$ cat src/rtl/regfile_pkg.sv
// Shared constants and helpers for the register file with integrated scoreboard.
// Included by regfile_scoreboard and regfile_sb via import regfile_pkg::*.
package regfile_pkg;

    localparam int DEF_DATA_W = 32;
    localparam int DEF_ADDR_W = 5;
    localparam int REG_ZERO   = 0;
    localparam int REG_SP     = 29;
    localparam logic [31:0] SP_RST_VAL = 32'h0000_03FC;

    // Low bit of lane k in a flattened bus of w-bit lanes.
    function automatic int lane_lo(input int k, input int w);
        return k * w;
    endfunction

endpackage

$ cat src/rtl/regfile_scoreboard.sv
// Pending-write tracker: one busy bit per GPR, set at issue, cleared at writeback or flush.
// Also keeps a registered count of busy registers and a sticky unexpected-writeback flag.
module regfile_scoreboard
    import regfile_pkg::*;
#(
    parameter int ADDR_W = DEF_ADDR_W
) (
    input  logic                   clk,
    input  logic                   rst_n,
    input  logic                   wr_en,
    input  logic [ADDR_W-1:0]      wr_addr,
    input  logic                   iss_en,
    input  logic [ADDR_W-1:0]      iss_addr,
    input  logic                   flush,
    output logic [(2**ADDR_W)-1:0] busy,
    output logic [ADDR_W:0]        busy_cnt,
    output logic                   wb_err
);

    localparam int DEPTH = 2 ** ADDR_W;
    localparam logic [ADDR_W-1:0] ZERO = ADDR_W'(REG_ZERO);

    logic [DEPTH-1:0] busy_nxt;
    logic [ADDR_W:0]  cnt_nxt;
    logic             err_set;

    // Issue is applied after the writeback clear so a same-cycle reissue keeps the bit set.
    always_comb begin
        busy_nxt = busy;
        if (wr_en && wr_addr != ZERO)
            busy_nxt[wr_addr] = 1'b0;
        if (flush)
            busy_nxt = '0;
        else if (iss_en && iss_addr != ZERO)
            busy_nxt[iss_addr] = 1'b1;
        busy_nxt[0] = 1'b0;
    end

    always_comb begin
        cnt_nxt = '0;
        for (int i = 0; i < DEPTH; i++)
            cnt_nxt = cnt_nxt + (ADDR_W+1)'(busy_nxt[i]);
    end

    assign err_set = wr_en && (wr_addr != ZERO) && !busy[wr_addr] && !flush;

    always_ff @(posedge clk or negedge rst_n) begin
        if (!rst_n) begin
            busy     <= '0;
            busy_cnt <= '0;
            wb_err   <= 1'b0;
        end else begin
            busy     <= busy_nxt;
            busy_cnt <= cnt_nxt;
            if (err_set)
                wb_err <= 1'b1;
        end
    end

endmodule

$ cat src/rtl/regfile_sb.sv
// Multi-read-port GPR file with integrated RAW scoreboard; all state updates on posedge.
// Optional feature: define REGFILE_BYPASS_EN for same-cycle write-through on the read ports.
module regfile_sb
    import regfile_pkg::*;
#(
    parameter int                DATA_W = DEF_DATA_W,
    parameter int                ADDR_W = DEF_ADDR_W,
    parameter int                NUM_RD = 2,
    parameter int                SP_IDX = REG_SP,
    parameter logic [DATA_W-1:0] SP_RST = DATA_W'(SP_RST_VAL)
) (
    input  logic                     clk,
    input  logic                     rst_n,
    input  logic [NUM_RD*ADDR_W-1:0] rd_addr,
    output logic [NUM_RD*DATA_W-1:0] rd_data,
    output logic [NUM_RD-1:0]        rd_busy,
    input  logic                     wr_en,
    input  logic [ADDR_W-1:0]        wr_addr,
    input  logic [DATA_W-1:0]        wr_data,
    input  logic                     iss_en,
    input  logic [ADDR_W-1:0]        iss_addr,
    input  logic                     flush,
    output logic [ADDR_W:0]          busy_cnt,
    output logic                     wb_err
);

    localparam int DEPTH = 2 ** ADDR_W;
    localparam logic [ADDR_W-1:0] ZERO = ADDR_W'(REG_ZERO);

    logic [DATA_W-1:0] mem [DEPTH];
    logic [DEPTH-1:0]  busy;

    always_ff @(posedge clk or negedge rst_n) begin
        if (!rst_n) begin
            for (int i = 0; i < DEPTH; i++)
                mem[i] <= (i == SP_IDX) ? SP_RST : '0;
        end else if (wr_en && wr_addr != ZERO) begin
            mem[wr_addr] <= wr_data;
        end
    end

    regfile_scoreboard #(
        .ADDR_W (ADDR_W)
    ) u_sb (
        .clk      (clk),
        .rst_n    (rst_n),
        .wr_en    (wr_en),
        .wr_addr  (wr_addr),
        .iss_en   (iss_en),
        .iss_addr (iss_addr),
        .flush    (flush),
        .busy     (busy),
        .busy_cnt (busy_cnt),
        .wb_err   (wb_err)
    );

    for (genvar k = 0; k < NUM_RD; k++) begin : g_rd
        localparam int ALO = lane_lo(k, ADDR_W);
        localparam int DLO = lane_lo(k, DATA_W);

        logic [ADDR_W-1:0] ra;
        logic [DATA_W-1:0] data;
        logic              bsy;

        assign ra = rd_addr[ALO +: ADDR_W];

        always_comb begin
            data = (ra == ZERO) ? '0 : mem[ra];
            bsy  = busy[ra];
`ifdef REGFILE_BYPASS_EN
            // A same-cycle reissue of the written register still reports a hazard.
            if (wr_en && wr_addr == ra && ra != ZERO) begin
                data = wr_data;
                bsy  = iss_en && (iss_addr == ra) && !flush;
            end
`endif
        end

        assign rd_data[DLO +: DATA_W] = data;
        assign rd_busy[k]             = bsy;
    end

endmodule

$ cat config.mk
export PLATFORM = sky130hd
export DESIGN_NAME = regfile_sb
export DESIGN_NICKNAME = d
export VERILOG_FILES = /design/src/rtl/regfile_pkg.sv /design/src/rtl/regfile_scoreboard.sv /design/src/rtl/regfile_sb.sv
export SDC_FILE = /design/constraint.sdc
export NUM_CORES = 2
export LEC_CHECK = 0
export ABC_AREA = 1
export BUFFER_PORTS_ARGS = -buffer_cell sky130_fd_sc_hd__buf_4
export CORE_MARGIN = 2
export CORE_UTILIZATION = 55
export CTS_CLUSTER_DIAMETER = 80
export DETAILED_ROUTE_END_ITERATION = 6
export PLACE_DENSITY = 0.69
export SLEW_MARGIN = 25
export SYNTH_ARGS = -nofsm -noshare
export SYNTH_HDL_FRONTEND = slang
export SYNTH_HIERARCHICAL = 1
export SYNTH_SLANG_ARGS = --single-unit
$ cat constraint.sdc
create_clock -name clk -period 8.58 [get_ports clk]
set_input_delay 2.574 -clock clk [delete_from_list [all_inputs] [get_ports clk]]
set_output_delay 2.574 -clock clk [all_outputs]
set_load 0.005 [all_outputs]
* Word-level counts from Yosys, hierarchy flattened *
Cells that the tools add are included.
Widths: inputs -> output; s select.

storage, ports and cells
  input bits = 57
  logic and storage cells = 118
  flip-flop bits (word level) = 1062
  output and inout port bits = 73

cells by class
  bitwise operators = 6
  $lt $le $gt $ge = 10
  multiplexer cells = 24
  reductions and logical operators = 13
  $add $sub $neg = 30

operator list
  cell                count
  $bwmux 1024         1
  $bmux 32 s5         2
  $mux 32             10
  $add 6x1->6         29
  $demux 32 s5        1
  $and 32x32->32      1
  $not 32->32         1
  $or 32x32->32       1
  $lt 5x6->1 const B  4
  $ge 6x6->1 const B  3
  $not 5->6           3
  $bmux 1 s5          3
  $demux 1 s5         2
  $ge 5x1->1 const B  2
  $logic_not 5->1     2
  $reduce_bool 5->1   2
  $logic_and 1x1->1   7
  $lt 6x1->1 const B  1
  $mux 1              5
  $add 1x1->2         1
  $logic_not 1->1     2

* Longest topological paths before layout *
  word-level depth = 40
  depth in mapped cells = 25
  mapped depth without buffers = 24

* Hierarchy *
Netlist, hierarchy kept.

by module, submodules not included
  module              times used  cells an instance  area each (µm²)  seq. area each (µm²)
  regfile_sb          1           8459               57372.5          25634.6
  regfile_scoreboard  1           384                2912.8           950.9

* Least setup slack after synthesis *
Ideal clock, no wire load.

  kind = input to register
  start = in wr_addr[4]
  end = reg u_sb.busy_cnt[4]
  cell stages on the path = 23
  arrival time = 7.325 ns
  library setup time = 0.123 ns
  path slack = 1.133 ns
  data required time = 8.457 ns
  path buffers = 1
  cell sequence = buf_2 nor2_1 nand3_2 nand2_2 inv_2 nand2_1 o21ai_0 a21oi_1 fa_1 inv_1 fa_1 inv_1 fa_1 inv_1 fa_1 fa_1 fa_1 fa_1 inv_1 fa_1 nand3_1 nand3_1 xor2_1

between the ends
  elaborated cells on any way between the ends = 43
  those cells by class = add/sub: 30; order compare: 2; mux: 5; bitwise: 3; reduce/logical: 3

RTL lines
  item                                                                   line                      text
  from (decl)                                                            regfile_sb.sv:18          input logic [ADDR_W-1:0] wr_addr,
  $lt 5x6->1 (implied by the code) / $ge 5x1->1 (equally long branches)  regfile_scoreboard.sv:31  busy_nxt[wr_addr] = 1'b0;
  $logic_and 1x1->1 (implied by the code)                                regfile_scoreboard.sv:31
  $mux 1 (implied by the code)                                           regfile_scoreboard.sv:31
  $demux 1 s5                                                            --
  $not 32->32 (no source line)                                           --
  $and 32x32->32 (no source line)                                        --
  $mux 32 (*)                                                            regfile_scoreboard.sv:30  if (wr_en && wr_addr != ZERO)
  $or 32x32->32 (no source line)                                         --
  $mux 32 (*)                                                            regfile_scoreboard.sv:34  else if (iss_en && iss_addr != ZERO)
  $mux 32 (*)                                                            regfile_scoreboard.sv:32  if (flush)
  net u_sb.busy_nxt[26]                                                  regfile_scoreboard.sv:23  logic [DEPTH-1:0] busy_nxt;
  $add 6x1->6 (*) (6 in a row)                                           regfile_scoreboard.sv:42  cnt_nxt = cnt_nxt + (ADDR_W+1)'(busy_nxt[i]);
  net u_sb.cnt_nxt[4]                                                    regfile_scoreboard.sv:24  logic [ADDR_W:0] cnt_nxt;
  to (signal assigned)                                                   regfile_scoreboard.sv:54  busy_cnt <= cnt_nxt;
  to (decl)                                                              regfile_scoreboard.sv:16  output logic [ADDR_W:0] busy_cnt,

Mark *: on every way through the listed nets, which the timed path passes. The rest lies on a longest branch.
A chain may end at the register's enable or synchronous reset.

* Final worst setup path *
  start = in rd_addr[5]
  end = out rd_data[55]

between the ends
  cells in the longest elaborated chain, start to end = 5
  elaborated cells on any way between the ends = 6
  those cells by class = mux: 4; bitwise: 1; reduce/logical: 1

ends and longest elaborated chain
  item                                        line              text
  from (decl)                                 regfile_sb.sv:14  input logic [NUM_RD*ADDR_W-1:0] rd_addr,
  $not 5->6 (implied by the code)             regfile_sb.sv:68  data = (ra == ZERO) ? '0 : mem[ra];
  $bmux 32 s5                                 regfile_sb.sv:68
  $mux 32 (implied by the code) (2 in a row)  regfile_sb.sv:68
  $mux 32 (*)                                 regfile_sb.sv:68
  to (decl)                                   regfile_sb.sv:15  output logic [NUM_RD*DATA_W-1:0] rd_data,

Mark *: on every way between the ends. The rest lies on a longest branch, timed or not. The select of a mux whose other input is x is not followed.

==> impl_metrics.env <==
export IMPL_post_synth_inst_count=8843
export IMPL_floorplan_die_height_um=335
export IMPL_cellPowerDensity_nw_per_um2=225
export IMPL_port_buffers=129
export IMPL_dieArea_um2=112000
export IMPL_grt_setup_unrepaired="no"
export IMPL_numClockSinks=1062
export IMPL_syn_area_per_cell_um2=6.82
export IMPL_cts_post_setup_buffers_inserted=0
export IMPL_critical_path_endpoint_category="primary output"
export IMPL_postSynthNetCount=8930
export IMPL_synth_seq_cells=1062
export IMPL_start_kind="input pin"
export IMPL_ctsHtreeMaxLevel=3
export IMPL_ctsHoldBuffers=0
export IMPL_path_clk_slew_ps=60
export IMPL_timing_fmax_mhz=130
export IMPL_post_layout_min_period_ps=7710
export IMPL_effective_utilization_at_floorplan_pct=55.4
export IMPL_grt_pass1_wl_mm=360
export IMPL_crit_required_ps=6010
export IMPL_syn_cell_area_um2=60300
export IMPL_cp_max_fo=72
export IMPL_final_setup_viol_count=0
export IMPL_postLayoutCellArea_um2=66200
export IMPL_grt_use_total_pct=42.3
export IMPL_hold_viol=0
export IMPL_synth_cell_types=32
export IMPL_ctsRootBufferMaster="sky130_fd_sc_hd__clkbuf_16"
export IMPL_post_cts_gate_resize_count=0
export IMPL_clock_skew_ps=9.34
export IMPL_synth_largest_area_cell="sky130_fd_sc_hd__dfrtp_1"
export IMPL_finalPower_mw=14.9
export IMPL_routed_wire_length_per_instance_um=23.8
export IMPL_first_pass_iters=6
export IMPL_yosys_warnings=6
export IMPL_clock_tree_buffer_depth=3
export IMPL_place_detailed_hpwl_mm=133
export IMPL_die_width_um=335
export IMPL_grt_remaining_overflow=0
export IMPL_grt_pass1_vias=57561
export IMPL_power_ir_vdd_worst_v=0.000184
export IMPL_nets=8593
export IMPL_setup_tns_after_final_layout_ps=0
export IMPL_cap_viol_max_count=0
export IMPL_finalWeightedCongestion=0.932
export IMPL_outcome="completed"
export IMPL_detail_route_drc_violations=0
export IMPL_drive_above_1_share_pct=6.61
export IMPL_path_type_of_the_worst_setup_path="in -> out"
export IMPL_grt_antenna_before_repair=14
export IMPL_core_area_um2=109000
export IMPL_ys_top_cells_by_area="sky130_fd_sc_hd__dfrtp_1, sky130_fd_sc_hd__nand2_1, sky130_fd_sc_hd__o21ai_0"
export IMPL_synth_largest_type_area_fraction_pct=43.8
export IMPL_drt_wl_total_mm=239
export IMPL_detailed_place_area_um2=62000
export IMPL_final_clock_period_utilization_by_the_worst_path_pct=89.9
export IMPL_p_leak_nw=31.6
export IMPL_final_fill_count=10173
export IMPL_antenna_violating_nets_post_route=0
export IMPL_drt_vias_per_instance=6.13
export IMPL_drt_iter0_markers=7801
export IMPL_max_slew_margin_pct=21.2
export IMPL_num_rows=121
export IMPL_grt_start_max_net_pins=165
export IMPL_top_level_ports=130
export IMPL_clock_network_latency_to_the_later_pin_of_the_worst_skew_pair_ps=730
export IMPL_area_growth_syn_to_layout_pct=9.75
export IMPL_max_slew_worst_pin_slew_ps=1180
export IMPL_min_delay_path_class="reg -> reg"
export IMPL_timing_critical_path_arrival_ps=5140
export IMPL_cts_buffers_inserted=116
export IMPL_cts_tree="built"
export IMPL_seq_area_frac_synth_pct=44.1
export IMPL_slew_violations=0
export IMPL_routed_via_count=61512
cells in the mapped netlist:
cell type,number
sky130_fd_sc_hd__a21boi_0,1
sky130_fd_sc_hd__nor4_4,1
sky130_fd_sc_hd__clkbuf_1,543
sky130_fd_sc_hd__clkinv_1,6
sky130_fd_sc_hd__dfrtp_1,1054
sky130_fd_sc_hd__inv_4,1
sky130_fd_sc_hd__inv_1,355
sky130_fd_sc_hd__nand3_1,1024
sky130_fd_sc_hd__nand2_1,3169
sky130_fd_sc_hd__nand3_2,1
sky130_fd_sc_hd__nor3_1,7
sky130_fd_sc_hd__nor2_2,4
sky130_fd_sc_hd__nor2_1,664
sky130_fd_sc_hd__nand2_2,2
sky130_fd_sc_hd__buf_2,125
sky130_fd_sc_hd__o21ai_1,56
sky130_fd_sc_hd__o21ai_0,1338
sky130_fd_sc_hd__nor2_4,2
sky130_fd_sc_hd__a21oi_1,244
sky130_fd_sc_hd__nand4_1,9
sky130_fd_sc_hd__nor3_2,10
sky130_fd_sc_hd__dfstp_2,8
sky130_fd_sc_hd__fa_1,23
sky130_fd_sc_hd__buf_4,8
sky130_fd_sc_hd__o211ai_1,96
sky130_fd_sc_hd__conb_1,1
sky130_fd_sc_hd__buf_1,67
sky130_fd_sc_hd__xor2_1,3
sky130_fd_sc_hd__nor3b_1,1
sky130_fd_sc_hd__inv_2,12
sky130_fd_sc_hd__buf_6,1
sky130_fd_sc_hd__ha_1,7
cell usage in the layout (no fill, tap or decap), drive strengths merged, types with 3 or more instances in the layout:
cell type  netlist  routed
ha               7       7
bufinv           0      15
nor3            17      17
diode            0      12
o21ai         1394    1394
fa              23      23
dfstp            8       8
dfrtp         1054    1054
clkinvlp         0       6
o211ai          96      96
buf            201     289
nand2         3171    3171
clkinv           6      34
nand3         1025    1025
nand4            9       9
nor2           670     670
a21oi          244     244
xor2             3       3
inv            368     373
clkbuf         543     162
flip-flops by register name, indices dropped and copies added, names as in the netlist:
name	flops
u_sb/busy_cnt	6
u_sb/wb_err	1
mem	1024
u_sb/busy	31
critical path, cell delays in order:
cell                      delay, ps
sky130_fd_sc_hd__buf_8          230
sky130_fd_sc_hd__inv_8          430
sky130_fd_sc_hd__buf_12         340
sky130_fd_sc_hd__buf_4          350
sky130_fd_sc_hd__nand2_1         90
sky130_fd_sc_hd__nand3_1         80
sky130_fd_sc_hd__nand3_1        100
sky130_fd_sc_hd__nand2_1         80
sky130_fd_sc_hd__nand2_1         50
sky130_fd_sc_hd__nand3_1        110
sky130_fd_sc_hd__nand2_1         60
sky130_fd_sc_hd__nor2_1         300
sky130_fd_sc_hd__buf_4          200
area by class of cell:
type	count	area, µm²	area share [%]
multi-input cells	6663	29500	44.5
flip-flops and latches	1062	26600	40.2
clock buffers	162	3430	5.18
repair buffers	289	2740	4.14
well taps	1414	1770	2.67
inverters	374	1450	2.18
clock inverters	54	691	1.04
diodes	12	30.0	0.0454
report_power, final:
group	total, mW	leakage, nW	switching (mW)	internal, mW
sequential	6.59	13.6	0.655	5.93
combinational	2.86	16.0	1.84	1.02
clock	5.45	2.04	2.22	3.22
total	14.9	31.6	4.72	10.2
cell families (layout without fill, tap and decap cells):
family | Yosys count | count (layout) | share of synthesized area, %
fa+ha+maj | 30 | 30 | 0.909
xor+xnor | 3 | 3 | 0.0436
buf+inv | 1118 | 879 | 7.29
flops | 1062 | 1062 | 44.1
compound gates | 1735 | 1735 | 14.8
other cells | 1 | 13 | 0.00622
simple gates | 4894 | 4894 | 32.8
per-layer routing:
metal | vias up | track usage, % | share of wire [%]
met2 | 3864 | 63.3 | 43
met1 | 28886 | 56.5 | 39
met5 | - | 0.174 | 0.012
met3 | 834 | 9.41 | 12
li1 | 27926 | - | -
met4 | 2 | 24.8 | 6.4
path summary, 6_finish.rpt:
| kind | end | slack [ps] | cells past startpoint | startpoint |
|---|---|---|---|---|
| worst max-delay path | rd_data[55] | 870 | 13 | rd_addr[5] |
| worst max register to register | u_sb/busy_cnt[4] | 3490 | 17 | u_sb/busy[12] |
| worst min register to register | mem[1022] | 400 | 0 | mem[1022] |
| worst min-delay path | mem[1022] | 400 | 0 | mem[1022] |
| max in group asynchronous | mem[888] | 5120 | 3 | rst_n |
| min in group asynchronous | mem[291] | 1910 | 1 | rst_n |
per-stage QoR:
stage	hold slack [ps]	instances	worst slack, ps	util (%)
3_3_place_gp	388	9798	590	56.8
5_1_grt	415	10030	837	60.8
2_1_floorplan	450	8843	1130	-
3_5_place_dp	390	9801	632	56.9
6_report	400	10030	868	60.8
4_1_cts	405	10017	986	60.7
(Power assumes the default switching activity.)
